File: src/rtl/audio_pkg.sv
// audio_pkg: constants and types shared by the audio record/playback blocks.
//   AUDIO_SAMPLE_BITS : default captured bits per channel
//   AUDIO_FIFO_DEPTH  : default number of buffered stereo frames
//   stereo_frame_t    : packed {left, right} sample pair
package audio_pkg;

    localparam int unsigned AUDIO_SAMPLE_BITS = 16;
    localparam int unsigned AUDIO_FIFO_DEPTH  = 8;

    typedef struct packed {
        logic [AUDIO_SAMPLE_BITS-1:0] left;
        logic [AUDIO_SAMPLE_BITS-1:0] right;
    } stereo_frame_t;

endpackage

File: src/rtl/stereo_frame_fifo.sv
// stereo_frame_fifo: synchronous show-ahead FIFO of stereo frames (not fall-through:
// a frame written into an empty FIFO becomes visible the following cycle).
// Ports:
//   clk, rst_n : clock, asynchronous active-low reset
//   i_push     : write i_data (ignored when full unless popping in the same cycle)
//   i_data     : frame to write
//   i_pop      : remove head (ignored when empty)
//   o_head     : current head frame
//   o_full     : DEPTH frames stored
//   o_empty    : no frames stored
module stereo_frame_fifo
    import audio_pkg::*;
#(
    parameter int unsigned DEPTH = AUDIO_FIFO_DEPTH,
    parameter type FRAME_T = stereo_frame_t
) (
    input  logic   clk,
    input  logic   rst_n,
    input  logic   i_push,
    input  FRAME_T i_data,
    input  logic   i_pop,
    output FRAME_T o_head,
    output logic   o_full,
    output logic   o_empty
);

    localparam int unsigned PTR_W = $clog2(DEPTH);
    localparam int unsigned CNT_W = PTR_W + 1;

    FRAME_T             r_mem [DEPTH];
    logic [PTR_W-1:0]   r_wr_ptr;
    logic [PTR_W-1:0]   r_rd_ptr;
    logic [CNT_W-1:0]   r_count;

    logic w_do_pop;
    logic w_do_push;

    assign o_full    = (r_count == CNT_W'(DEPTH));
    assign o_empty   = (r_count == '0);
    assign o_head    = r_mem[r_rd_ptr];
    assign w_do_pop  = i_pop & ~o_empty;
    // When full, a simultaneous pop frees the slot the write lands in.
    assign w_do_push = i_push & (~o_full | w_do_pop);

    always_ff @(posedge clk or negedge rst_n) begin
        if (!rst_n) begin
            for (int i = 0; i < int'(DEPTH); i++) begin
                r_mem[i] <= '0;
            end
            r_wr_ptr <= '0;
            r_rd_ptr <= '0;
            r_count  <= '0;
        end else begin
            if (w_do_push) begin
                r_mem[r_wr_ptr] <= i_data;
                r_wr_ptr        <= r_wr_ptr + PTR_W'(1);
            end
            if (w_do_pop) begin
                r_rd_ptr <= r_rd_ptr + PTR_W'(1);
            end
            if (w_do_push && !w_do_pop) begin
                r_count <= r_count + CNT_W'(1);
            end else if (w_do_pop && !w_do_push) begin
                r_count <= r_count - CNT_W'(1);
            end
        end
    end

endmodule

File: src/rtl/i2s_rx_capture.sv
// i2s_rx_capture: I2S record-path receiver. Oversamples bclk/reclrc/recdat in the mclk
// domain, deserialises MSB-first words, pairs left/right into stereo frames and queues
// them in a show-ahead FIFO with a valid/ready output.
// Ports:
//   mclk, rstn          : sole clock, asynchronous active-low reset
//   enable              : capture enable; low drops lock and blocks new frames
//   i2s_bclk/reclrc/recdat : codec pins (asynchronous)
//   m_valid/m_ready     : frame handshake; m_left/m_right carry the head frame
//   locked              : word-clock edge seen since reset/enable
//   overflow            : sticky, frame dropped on full FIFO
//   short_err_cnt       : saturating count of truncated words
//   clear_flags         : pulse clearing overflow and short_err_cnt (wins over new events)
module i2s_rx_capture
    import audio_pkg::*;
#(
    parameter int unsigned SAMPLE_BITS  = AUDIO_SAMPLE_BITS,
    parameter int unsigned FIFO_DEPTH   = AUDIO_FIFO_DEPTH,
    parameter int unsigned ERR_CNT_BITS = 8
) (
    input  logic                    mclk,
    input  logic                    rstn,
    input  logic                    enable,
    input  logic                    i2s_bclk,
    input  logic                    i2s_reclrc,
    input  logic                    i2s_recdat,
    output logic                    m_valid,
    input  logic                    m_ready,
    output logic [SAMPLE_BITS-1:0]  m_left,
    output logic [SAMPLE_BITS-1:0]  m_right,
    output logic                    locked,
    output logic                    overflow,
    output logic [ERR_CNT_BITS-1:0] short_err_cnt,
    input  logic                    clear_flags
);

    typedef struct packed {
        logic [SAMPLE_BITS-1:0] left;
        logic [SAMPLE_BITS-1:0] right;
    } rx_frame_t;

    localparam int unsigned POS_W = $clog2(SAMPLE_BITS + 2);
    localparam logic [POS_W-1:0] POS_LAST = POS_W'(SAMPLE_BITS);
    localparam logic [POS_W-1:0] POS_SAT  = POS_W'(SAMPLE_BITS + 1);
    localparam logic [ERR_CNT_BITS-1:0] ERR_MAX = '1;

    // Synchronisers
    logic r_bclk_s1, r_bclk_s2, r_bclk_prev;
    logic r_lr_s1, r_lr_s2;
    logic r_dat_s1, r_dat_s2;

    // Deserialiser state
    logic                   r_lr_prev;
    logic                   r_lr_seen;   // r_lr_prev holds a real sample
    logic                   r_locked;
    logic                   r_chan;
    logic [POS_W-1:0]       r_pos;
    logic [SAMPLE_BITS-1:0] r_shift;
    logic [SAMPLE_BITS-1:0] r_left_hold;
    logic                   r_left_ok;
    logic                   r_push;
    rx_frame_t              r_push_frame;

    // Flags
    logic                    r_overflow;
    logic [ERR_CNT_BITS-1:0] r_err_cnt;

    logic                   w_bclk_rise;
    logic                   w_boundary;
    logic [POS_W-1:0]       w_pos_inc;
    logic [SAMPLE_BITS-1:0] w_shift_next;
    logic                   w_word_done;
    logic                   w_short;
    logic                   w_fifo_full;
    logic                   w_fifo_empty;
    logic                   w_fifo_pop;
    logic                   w_drop;
    rx_frame_t              w_head;

    assign w_bclk_rise  = r_bclk_s2 & ~r_bclk_prev;
    // The first rising edge after reset/enable only seeds r_lr_prev, so a lock needs a
    // genuine reclrc transition rather than a comparison against the reset value.
    assign w_boundary   = w_bclk_rise & r_lr_seen & (r_lr_s2 != r_lr_prev);
    assign w_pos_inc    = (r_pos == POS_SAT) ? r_pos : r_pos + POS_W'(1);
    assign w_shift_next = {r_shift[SAMPLE_BITS-2:0], r_dat_s2};
    // pos saturates above POS_LAST, so reaching POS_LAST happens once per word.
    assign w_word_done  = w_bclk_rise & ~w_boundary & r_locked & (w_pos_inc == POS_LAST);
    assign w_short      = w_boundary & r_locked & (r_pos < POS_LAST);

    always_ff @(posedge mclk or negedge rstn) begin
        if (!rstn) begin
            r_bclk_s1   <= 1'b0;
            r_bclk_s2   <= 1'b0;
            r_bclk_prev <= 1'b0;
            r_lr_s1     <= 1'b0;
            r_lr_s2     <= 1'b0;
            r_dat_s1    <= 1'b0;
            r_dat_s2    <= 1'b0;
        end else begin
            r_bclk_s1   <= i2s_bclk;
            r_bclk_s2   <= r_bclk_s1;
            r_bclk_prev <= r_bclk_s2;
            r_lr_s1     <= i2s_reclrc;
            r_lr_s2     <= r_lr_s1;
            r_dat_s1    <= i2s_recdat;
            r_dat_s2    <= r_dat_s1;
        end
    end

    always_ff @(posedge mclk or negedge rstn) begin
        if (!rstn) begin
            r_lr_prev    <= 1'b0;
            r_lr_seen    <= 1'b0;
            r_locked     <= 1'b0;
            r_chan       <= 1'b0;
            r_pos        <= '0;
            r_shift      <= '0;
            r_left_hold  <= '0;
            r_left_ok    <= 1'b0;
            r_push       <= 1'b0;
            r_push_frame <= '0;
        end else begin
            r_push <= 1'b0;
            if (w_bclk_rise) begin
                r_lr_prev <= r_lr_s2;
            end
            if (!enable) begin
                r_lr_seen <= 1'b0;
                r_locked  <= 1'b0;
                r_pos     <= '0;
                r_left_ok <= 1'b0;
            end else if (w_bclk_rise) begin
                r_lr_seen <= 1'b1;
                if (w_boundary) begin
                    // This bit is the previous word's trailing bit (I2S one-bit delay).
                    r_pos    <= '0;
                    r_chan   <= r_lr_s2;
                    r_locked <= 1'b1;
                    if (w_short) begin
                        r_left_ok <= 1'b0;
                    end
                end else begin
                    r_pos <= w_pos_inc;
                    if (w_pos_inc <= POS_LAST) begin
                        r_shift <= w_shift_next;
                    end
                    if (w_word_done) begin
                        if (!r_chan) begin
                            r_left_hold <= w_shift_next;
                            r_left_ok   <= 1'b1;
                        end else if (r_left_ok) begin
                            r_push       <= 1'b1;
                            r_push_frame <= '{left: r_left_hold, right: w_shift_next};
                            r_left_ok    <= 1'b0;
                        end
                    end
                end
            end
        end
    end

    assign w_fifo_pop = ~w_fifo_empty & m_ready;
    assign w_drop     = r_push & w_fifo_full & ~w_fifo_pop;

    always_ff @(posedge mclk or negedge rstn) begin
        if (!rstn) begin
            r_overflow <= 1'b0;
            r_err_cnt  <= '0;
        end else if (clear_flags) begin
            r_overflow <= 1'b0;
            r_err_cnt  <= '0;
        end else begin
            if (w_drop) begin
                r_overflow <= 1'b1;
            end
            if (w_short && (r_err_cnt != ERR_MAX)) begin
                r_err_cnt <= r_err_cnt + ERR_CNT_BITS'(1);
            end
        end
    end

    stereo_frame_fifo #(
        .DEPTH   (FIFO_DEPTH),
        .FRAME_T (rx_frame_t)
    ) u_fifo (
        .clk     (mclk),
        .rst_n   (rstn),
        .i_push  (r_push),
        .i_data  (r_push_frame),
        .i_pop   (w_fifo_pop),
        .o_head  (w_head),
        .o_full  (w_fifo_full),
        .o_empty (w_fifo_empty)
    );

    assign m_valid       = ~w_fifo_empty;
    assign m_left        = w_head.left;
    assign m_right       = w_head.right;
    assign locked        = r_locked;
    assign overflow      = r_overflow;
    assign short_err_cnt = r_err_cnt;

endmodule

File: config.mk
export PLATFORM = sky130hd
export DESIGN_NAME = i2s_rx_capture
export DESIGN_NICKNAME = d
export VERILOG_FILES = /design/src/rtl/audio_pkg.sv /design/src/rtl/stereo_frame_fifo.sv /design/src/rtl/i2s_rx_capture.sv
export SDC_FILE = /design/constraint.sdc
export NUM_CORES = 1
export LEC_CHECK = 0
export BUFFER_PORTS_ARGS = -buffer_cell sky130_fd_sc_hd__buf_2
export CORE_ASPECT_RATIO = 0.7
export CORE_MARGIN = 8
export CORE_UTILIZATION = 55
export CTS_BUF_LIST = sky130_fd_sc_hd__clkbuf_8
export DETAILED_ROUTE_END_ITERATION = 16
export PLACE_DENSITY = 0.72
export SETUP_SLACK_MARGIN = 0.4
export SLEW_MARGIN = 20
export SYNTH_ARGS = -nofsm -noshare
export SYNTH_HDL_FRONTEND = slang
export SYNTH_SLANG_ARGS = --single-unit
File: constraint.sdc
create_clock -name mclk -period 3.6 [get_ports mclk]
set_input_delay 0.18 -clock mclk [delete_from_list [all_inputs] [get_ports mclk]]
set_output_delay 0.18 -clock mclk [all_outputs]
set_load 0.01 [all_outputs]
==> impl_metrics.csv, run 1 <==
group,metric,value,unit
logic_synthesis,synth_xor_area_share,0.988,%
clock_tree,cts_resized,0,
clock_tree,clk_pin_slew,0.07,ns
hold_path,min_path_type,"input port to asynchronous set/reset pin",
cells_and_area,mostFrequentLayoutCells,"dfrtp_1, mux2_2, mux2_4",
grt,grtUsageTotal,18.7,%
clock_tree,cts_buffers,54,
pwr,leakage,0.00876,uW
routing,num_vias,8318,
status,outcome,"complete, no violations",
placement,dp.final_hpwl,18300,um
logic_synthesis,netlist.top_cell.by_area,"dfrtp_1",
cells_and_area,synthToLayoutAreaGrowth,10.7,%
sta,slew_violations,0,
grt,grt_max_degree,76,
clock_tree,cts.path.max_buffers,3,
setup_path,cp-start-kind,"flip-flop",
routing,drt-initial-drc-count,481,
clock_tree,clock_latency,0.58,ns
grt,gr-total-overflow,0,
logic_synthesis,synth_cells,960,
cells_and_area,antennaDiodeCount,0,
logic_synthesis,ys_async_sr_fraction,100,%
logic_synthesis,synth_edf_count,0,
cells_and_area,fillCellCount,2125,
logic_synthesis,synth_compound_area_share,0.808,%
cells_and_area,post-route-util,61.6,%
clock_tree,cts_tree,"built",
sta,rsz0062_at_grt,"false",
floorplanning,rows,52,
logic_synthesis,synth_top_family_by_area,"multiplexers",
setup_path,crit_slowest_cell,"dfrtp_4",
pwr,peakVddDrop,420,uV
routing,routedWlPerCell,21.4,um
setup_path,critPathKind,"flip-flop to output port",
setup_path,critPathBufInv,2,
floorplanning,die_w,220,um
logic_synthesis,synth_nets,978,
placement,place_inst,1354,
sta,period_needed,2.89,ns
cells_and_area,final_common_cell,"dfrtp_1",
logic_synthesis,yosys-top-cells-area,"dfrtp_1, mux2_2, mux4_2",
logic_synthesis,muxShareOfSynthArea,36.2,%
routing,vias_per_cell,5.72,
floorplanning,start_util,55.6,%
sta,fin_crit_sh,80.2,%
sta,fin_hold_ws,0.154,ns
logic_synthesis,seq_area_frac_synth,55.9,%
setup_path,critPathMaxStageDelay,0.71,ns
setup_path,worst-endpoint-arrival,2.71,ns
routing,drt_pass1_iterations,4,
logic_synthesis,ys_warn_count,0,
logic_synthesis,netlist-cell-type-count,46,
logic_synthesis,ys_ff_latch,356,
grt,grt_pass1_wl,51600,um
floorplanning,dieArea,34800,um^2
clock_tree,root_buffer,"clkbuf_8",
floorplanning,die_h,158,um
logic_synthesis,syn_avg_cell_area,16.6,um^2
sta,finalSetupViolations,0,
sta,hold_violations,0,
logic_synthesis,netlist_area,15900,um^2
floorplanning,placeableCoreArea,28700,um^2
logic_synthesis,synthFlopType,"dfrtp_1",
clock_tree,post_cts_buffers,0,
placement,io_buffers,50,
logic_synthesis,synth_top_cell_area_share,55.9,%
grt,first_global_vias,8918,
cells_and_area,layout-drive-gt1-share,53.7,%
clock_tree,clock-sinks,356,
clock_tree,h-tree-depth,2,
routing,wl,31200,um
pwr,cellPowerDensity,491,nW/um^2
floorplanning,ioPinCount,51,
sta,max_freq,346,MHz
grt,antenna_found_initial,0,
logic_synthesis,yosys.area_share.simple,2.68,%
sta,worst_slew_pin_slew,1.09,ns
logic_synthesis,synth_fa_ha_area_share,0.832,%
routing,drc_errors,0,
cells_and_area,finalNonFillerCells,1455,
job,maxCapViolCount,0,
setup_path,reg2reg_depth,6,
setup_path,path_delay_family,"multiplexers",
sta,slew_headroom,27.4,%
placement,place.gp.congestion,0.768,
sta,fin_setup_tns,0,ns
setup_path,critPathMaxFanout,20,
setup_path,critPathCaptureType,"output port",
sta,fin_worst_skew,0.0197,ns
setup_path,cp.required,3.42,ns
cells_and_area,finalNetCount,1057,
setup_path,path_cells,"buf_4 > mux4_2 > mux2_2 > buf_2",
routing,ant_nets,0,
setup_path,cp.depth,4,
## layout make-up
class | count | area [um^2] | area share (%)
clock buffer | 68 | 936 | 5.30
clock inverter | 26 | 130 | 0.737
inverter | 4 | 15.0 | 0.0850
multi-input combinational | 544 | 6640 | 37.6
sequential | 356 | 8910 | 50.5
tap | 378 | 473 | 2.68
timing repair buffer | 79 | 558 | 3.16
## cell usage after synthesis, types with 2 or more instances
library cell / instances
a21oi_1: 5
and3b_1: 2
buf_12: 6
buf_2: 24
buf_6: 8
clkbuf_1: 16
dfrtp_1: 356
ha_1: 9
inv_1: 4
mux2_2: 265
mux2_4: 90
mux4_2: 64
nand2_1: 18
nand2b_1: 2
nand3_1: 9
nand4_1: 2
nand4b_1: 3
nor2_1: 16
nor2b_1: 4
nor3_1: 6
nor3b_1: 2
nor4_1: 3
o21a_1: 2
o21ai_0: 6
xnor2_1: 14
xor2_1: 4
## stage by stage
step	worst slack, ns	power (uW)	area (um^2)
floorplan	1.16	5100	15900
global placement	0.914	5480	16500
detailed placement	0.858	5500	16500
CTS	0.622	8830	17700
global route	0.537	9100	17700
finish	0.713	8680	17700
## metal layers
metal  routed length, um  vias up  track usage, %  part of all wire (%)
li1                    -     3696               -                     -
met1               15300     4443            27.9                    49
met2               14100      141            28.3                    45
met3                1450       38            3.93                   4.6
met4                 377        0            3.55                   1.2
met5                   0        -               0                     0
## report_power, final
| group | internal [uW] | leakage, uW | switching [uW] |
|---|---|---|---|
| Sequential | 4100 | 0.00493 | 271 |
| Combinational | 515 | 0.00320 | 515 |
| Clock | 1750 | 0.000629 | 1520 |
## state kept, by name, indices dropped and copies added, names as in the netlist, 3 cells and up
name and flops:
r_left_hold 16, r_pos 5, r_push_frame 32, r_shift 15, short_err_cnt 8, u_fifo.r_count 4
u_fifo.r_mem 256, u_fifo.r_rd_ptr 3, u_fifo.r_wr_ptr 3
## worst reg2reg max path, stage by stage, from the launching register on
cell and delay [ns]:
dfrtp_1 0.42, or3_4 0.16, o31a_1 0.34, nor2b_4 0.25
and3_2 0.70, buf_4 0.42, mux2_4 0.33
## path summary, 6_finish.rpt
kind                                    start                 to  slack, ns
setup / recovery           u_fifo.r_rd_ptr[0]        m_right[13]       0.71
hold / removal                           rstn  u_fifo.r_mem[227]       0.15
setup reg to reg            u_fifo.r_count[0]   u_fifo.r_mem[50]       0.87
hold reg to reg                       r_lr_s1            r_lr_s2       0.35
max in group asynchronous                rstn  u_fifo.r_mem[191]       2.49
min in group mclk                  i2s_reclrc            r_lr_s1       0.25
## cells by family after synthesis
| group | Yosys count |
|---|---|
| AO/OA/AOI/OAI | 20 |
| XOR/XNOR | 18 |
| adder cells (fa/ha/maj) | 10 |
| buffers and inverters | 60 |
| flip-flops | 356 |
| multiplexers | 419 |
| AND/OR/NAND/NOR | 77 |
## repair_timing
| action | CTS | global route |
|---|---|---|
| endpoints found under the hold margin | 93 | 0 |
| setup endpoints to repair | 0 | 0 |
| hold buffers | 7 | 0 |
(Power assumes the default switching activity.)
==> run 2, diff against run 1 <==
- clock period: 3.6 -> 2.7 ns (I/O delays scaled with it)
==> run 2 against run 1 <==
  * Non-clock buffer count increased by 34
  * Power increased by 44%
  * Largest power group unchanged
  * Critical endpoint is now m_right[5]
  * Die area unchanged
==> impl_metrics.csv, run 2 (same netlist as run 1, synthesis figures left out) <==
group,metric,value,unit
cells_and_area,antennaDiodeCount,0,
floorplanning,rows,52,
setup_path,critPathMaxFanout,5,
setup_path,cp-start-kind,"flip-flop",
sta,worst_slew_pin_slew,0.706,ns
clock_tree,cts.path.max_buffers,3,
grt,gr-total-overflow,0,
clock_tree,clock-sinks,356,
pwr,p_seq_share,46.0,%
routing,wl,33000,um
floorplanning,die_w,220,um
cells_and_area,largest_reg_flops,256,
cells_and_area,regArea,8920,um^2
clock_tree,cts_tree,"built",
grt,first_global_vias,9266,
pwr,power_frac_comb,17.8,%
placement,place_inst,1366,
setup_path,startpoint,"u_fifo.r_rd_ptr[0]",
cells_and_area,finalNetCount,1090,
sta,fin_setup_tns,0,ns
pwr,p_sw,3350,uW
clock_tree,clk_pin_slew,0.07,ns
setup_path,critPathKind,"flip-flop to output port",
placement,io_buffers,50,
cells_and_area,regMostFlops,"u_fifo.r_mem",
cells_and_area,mostFrequentLayoutCells,"dfrtp_1, mux2_2, mux2_4",
sta,hold_violations,0,
clock_tree,h-tree-depth,2,
setup_path,critPathCaptureType,"output port",
pwr,leakage,0.00913,uW
sta,period_needed,2.50,ns
job,maxCapViolCount,0,
setup_path,reg2reg_depth,10,
routing,drt_pass1_iterations,4,
grt,antenna_found_initial,0,
setup_path,reg2reg_to,"u_fifo.r_count[3]",
routing,drt-initial-drc-count,548,
grt,grt_max_degree,81,
sta,max_freq,400,MHz
setup_path,worst-endpoint-arrival,2.37,ns
floorplanning,dieArea,34800,um^2
sta,rsz0062_at_grt,"true",
placement,dp.final_hpwl,19200,um
cells_and_area,final_common_cell,"dfrtp_1",
placement,place.gp.congestion,0.759,
setup_path,r2r-start,"u_fifo.r_count[0]",
floorplanning,start_util,55.6,%
sta,slew_headroom,52.5,%
floorplanning,placeableCoreArea,28700,um^2
cells_and_area,synthToLayoutAreaGrowth,16.5,%
clock_tree,clock_latency,0.60,ns
floorplanning,ioPinCount,51,
cells_and_area,finalNonFillerCells,1491,
routing,ant_nets,0,
pwr,peakVddDrop,394,uV
grt,grt_pass1_wl,53800,um
pwr,clockPowerShare,36.2,%
hold_path,min_path_type,"input port to asynchronous set/reset pin",
pwr,swShare,26.9,%
routing,vias_per_cell,5.70,
grt,grtUsageTotal,19.7,%
sta,fin_worst_skew,0.0235,ns
cells_and_area,fillCellCount,2044,
sta,slew_violations,0,
setup_path,endpoint,"m_right[5]",
status,outcome,"complete, no violations",
cells_and_area,multi_input_area,6760,um^2
routing,routedWlPerCell,22.2,um
clock_tree,root_buffer,"clkbuf_8",
routing,num_vias,8505,
routing,drc_errors,0,
setup_path,cp.required,2.57,ns
pwr,cellPowerDensity,671,nW/um^2
cells_and_area,reg.largest.list,"u_fifo.r_mem: 256 flops, r_push_frame: 32 flops, r_left_hold: 16 flops",
clock_tree,cts_buffers,53,
sta,finalSetupViolations,0,
sta,fin_crit_sh,92.6,%
cells_and_area,layout-drive-gt1-share,56.2,%
setup_path,r2r_slack,0.40,ns
floorplanning,die_h,158,um
pwr,power.internal,9120,uW
-- run 2: changes by cell type in the layout (fill, tap and decap cells not counted), moves of 4 or more --
| cell | before | now |
|---|---|---|
| buf_12 | 5 | 20 |
| buf_16 | 0 | 6 |
| buf_2 | 49 | 29 |
| buf_4 | 17 | 24 |
| buf_6 | 0 | 23 |
| clkbuf_8 | 68 | 72 |
| mux2_2 | 265 | 246 |
| mux2_4 | 90 | 109 |
-- run 2: area by class of cell --
type	instances	area share, %
Clock buffer	72	5.33
Clock inverter	24	0.660
Inverter	4	0.0943
Multi-Input combinational cell	544	36.4
Sequential cell	356	48.0
Tap cell	378	2.55
Timing Repair Buffer	113	6.94
-- run 2: layer usage --
metal  routed length [um]  vias to the layer above  global-route usage, %
li1                     -                     3772                      -
met1                16300                     4548                   29.2
met2                15000                      143                   29.7
met3                 1280                       42                   3.55
met4                  516                        0                   5.23
met5                    0                        -                      0
-- run 2: worst min path at each step --
stage / slack, ns / start / cells after the start / end
after global placement: 0.18 / rstn / 1 / u_fifo.r_mem[99]
after detailed placement: 0.18 / rstn / 1 / u_fifo.r_mem[99]
after floorplan: -0.16 / rstn / 0 / locked
final: 0.14 / rstn / 2 / u_fifo.r_mem[35]
after global routing: 0.15 / i2s_bclk / 2 / r_bclk_s1
after CTS: 0.12 / rstn / 2 / u_fifo.r_mem[193]
-- run 2: repair_timing --
action                                 in CTS  in global routing
pin swaps                                   1                  2
setup buffers                              11                  3
hold buffers                                7                  0
gates resized for setup                    35                 30
endpoints found under the hold margin      99                  0
cloned                                      5                  3
setup endpoints to repair                 194                 88
-- run 2: critical path: stages (launching register included) --
cell and delay [ns]:
dfrtp_4 0.52, buf_12 0.15, buf_12 0.13, buf_16 0.14
mux4_2 0.41, mux2_2 0.30, buf_6 0.13
-- run 2: through the flow --
step / utilization [%] / setup WS [ns] / hold slack (ns) / area, um^2 / power, uW
after floorplan: - / 0.360 / -0.161 / 16000 / 6830
after global placement: 58.6 / 0.238 / 0.178 / 16800 / 7460
after detailed placement: 58.6 / 0.211 / 0.180 / 16800 / 7490
after CTS: 64.1 / 0.144 / 0.120 / 18400 / 12600
after global routing: 64.7 / 0.129 / 0.153 / 18600 / 13000
final: 64.7 / 0.199 / 0.142 / 18600 / 12500
-- run 2: power groups by stage --
stage | Clock, uW | Combinational, uW | Sequential, uW
after CTS | 4650 | 2210 | 5720
final | 4510 | 2220 | 5730
after detailed placement | 0 | 1630 | 5860
after global routing | 4880 | 2380 | 5740
after global placement | 0 | 1610 | 5860
after floorplan | 0 | 1190 | 5640
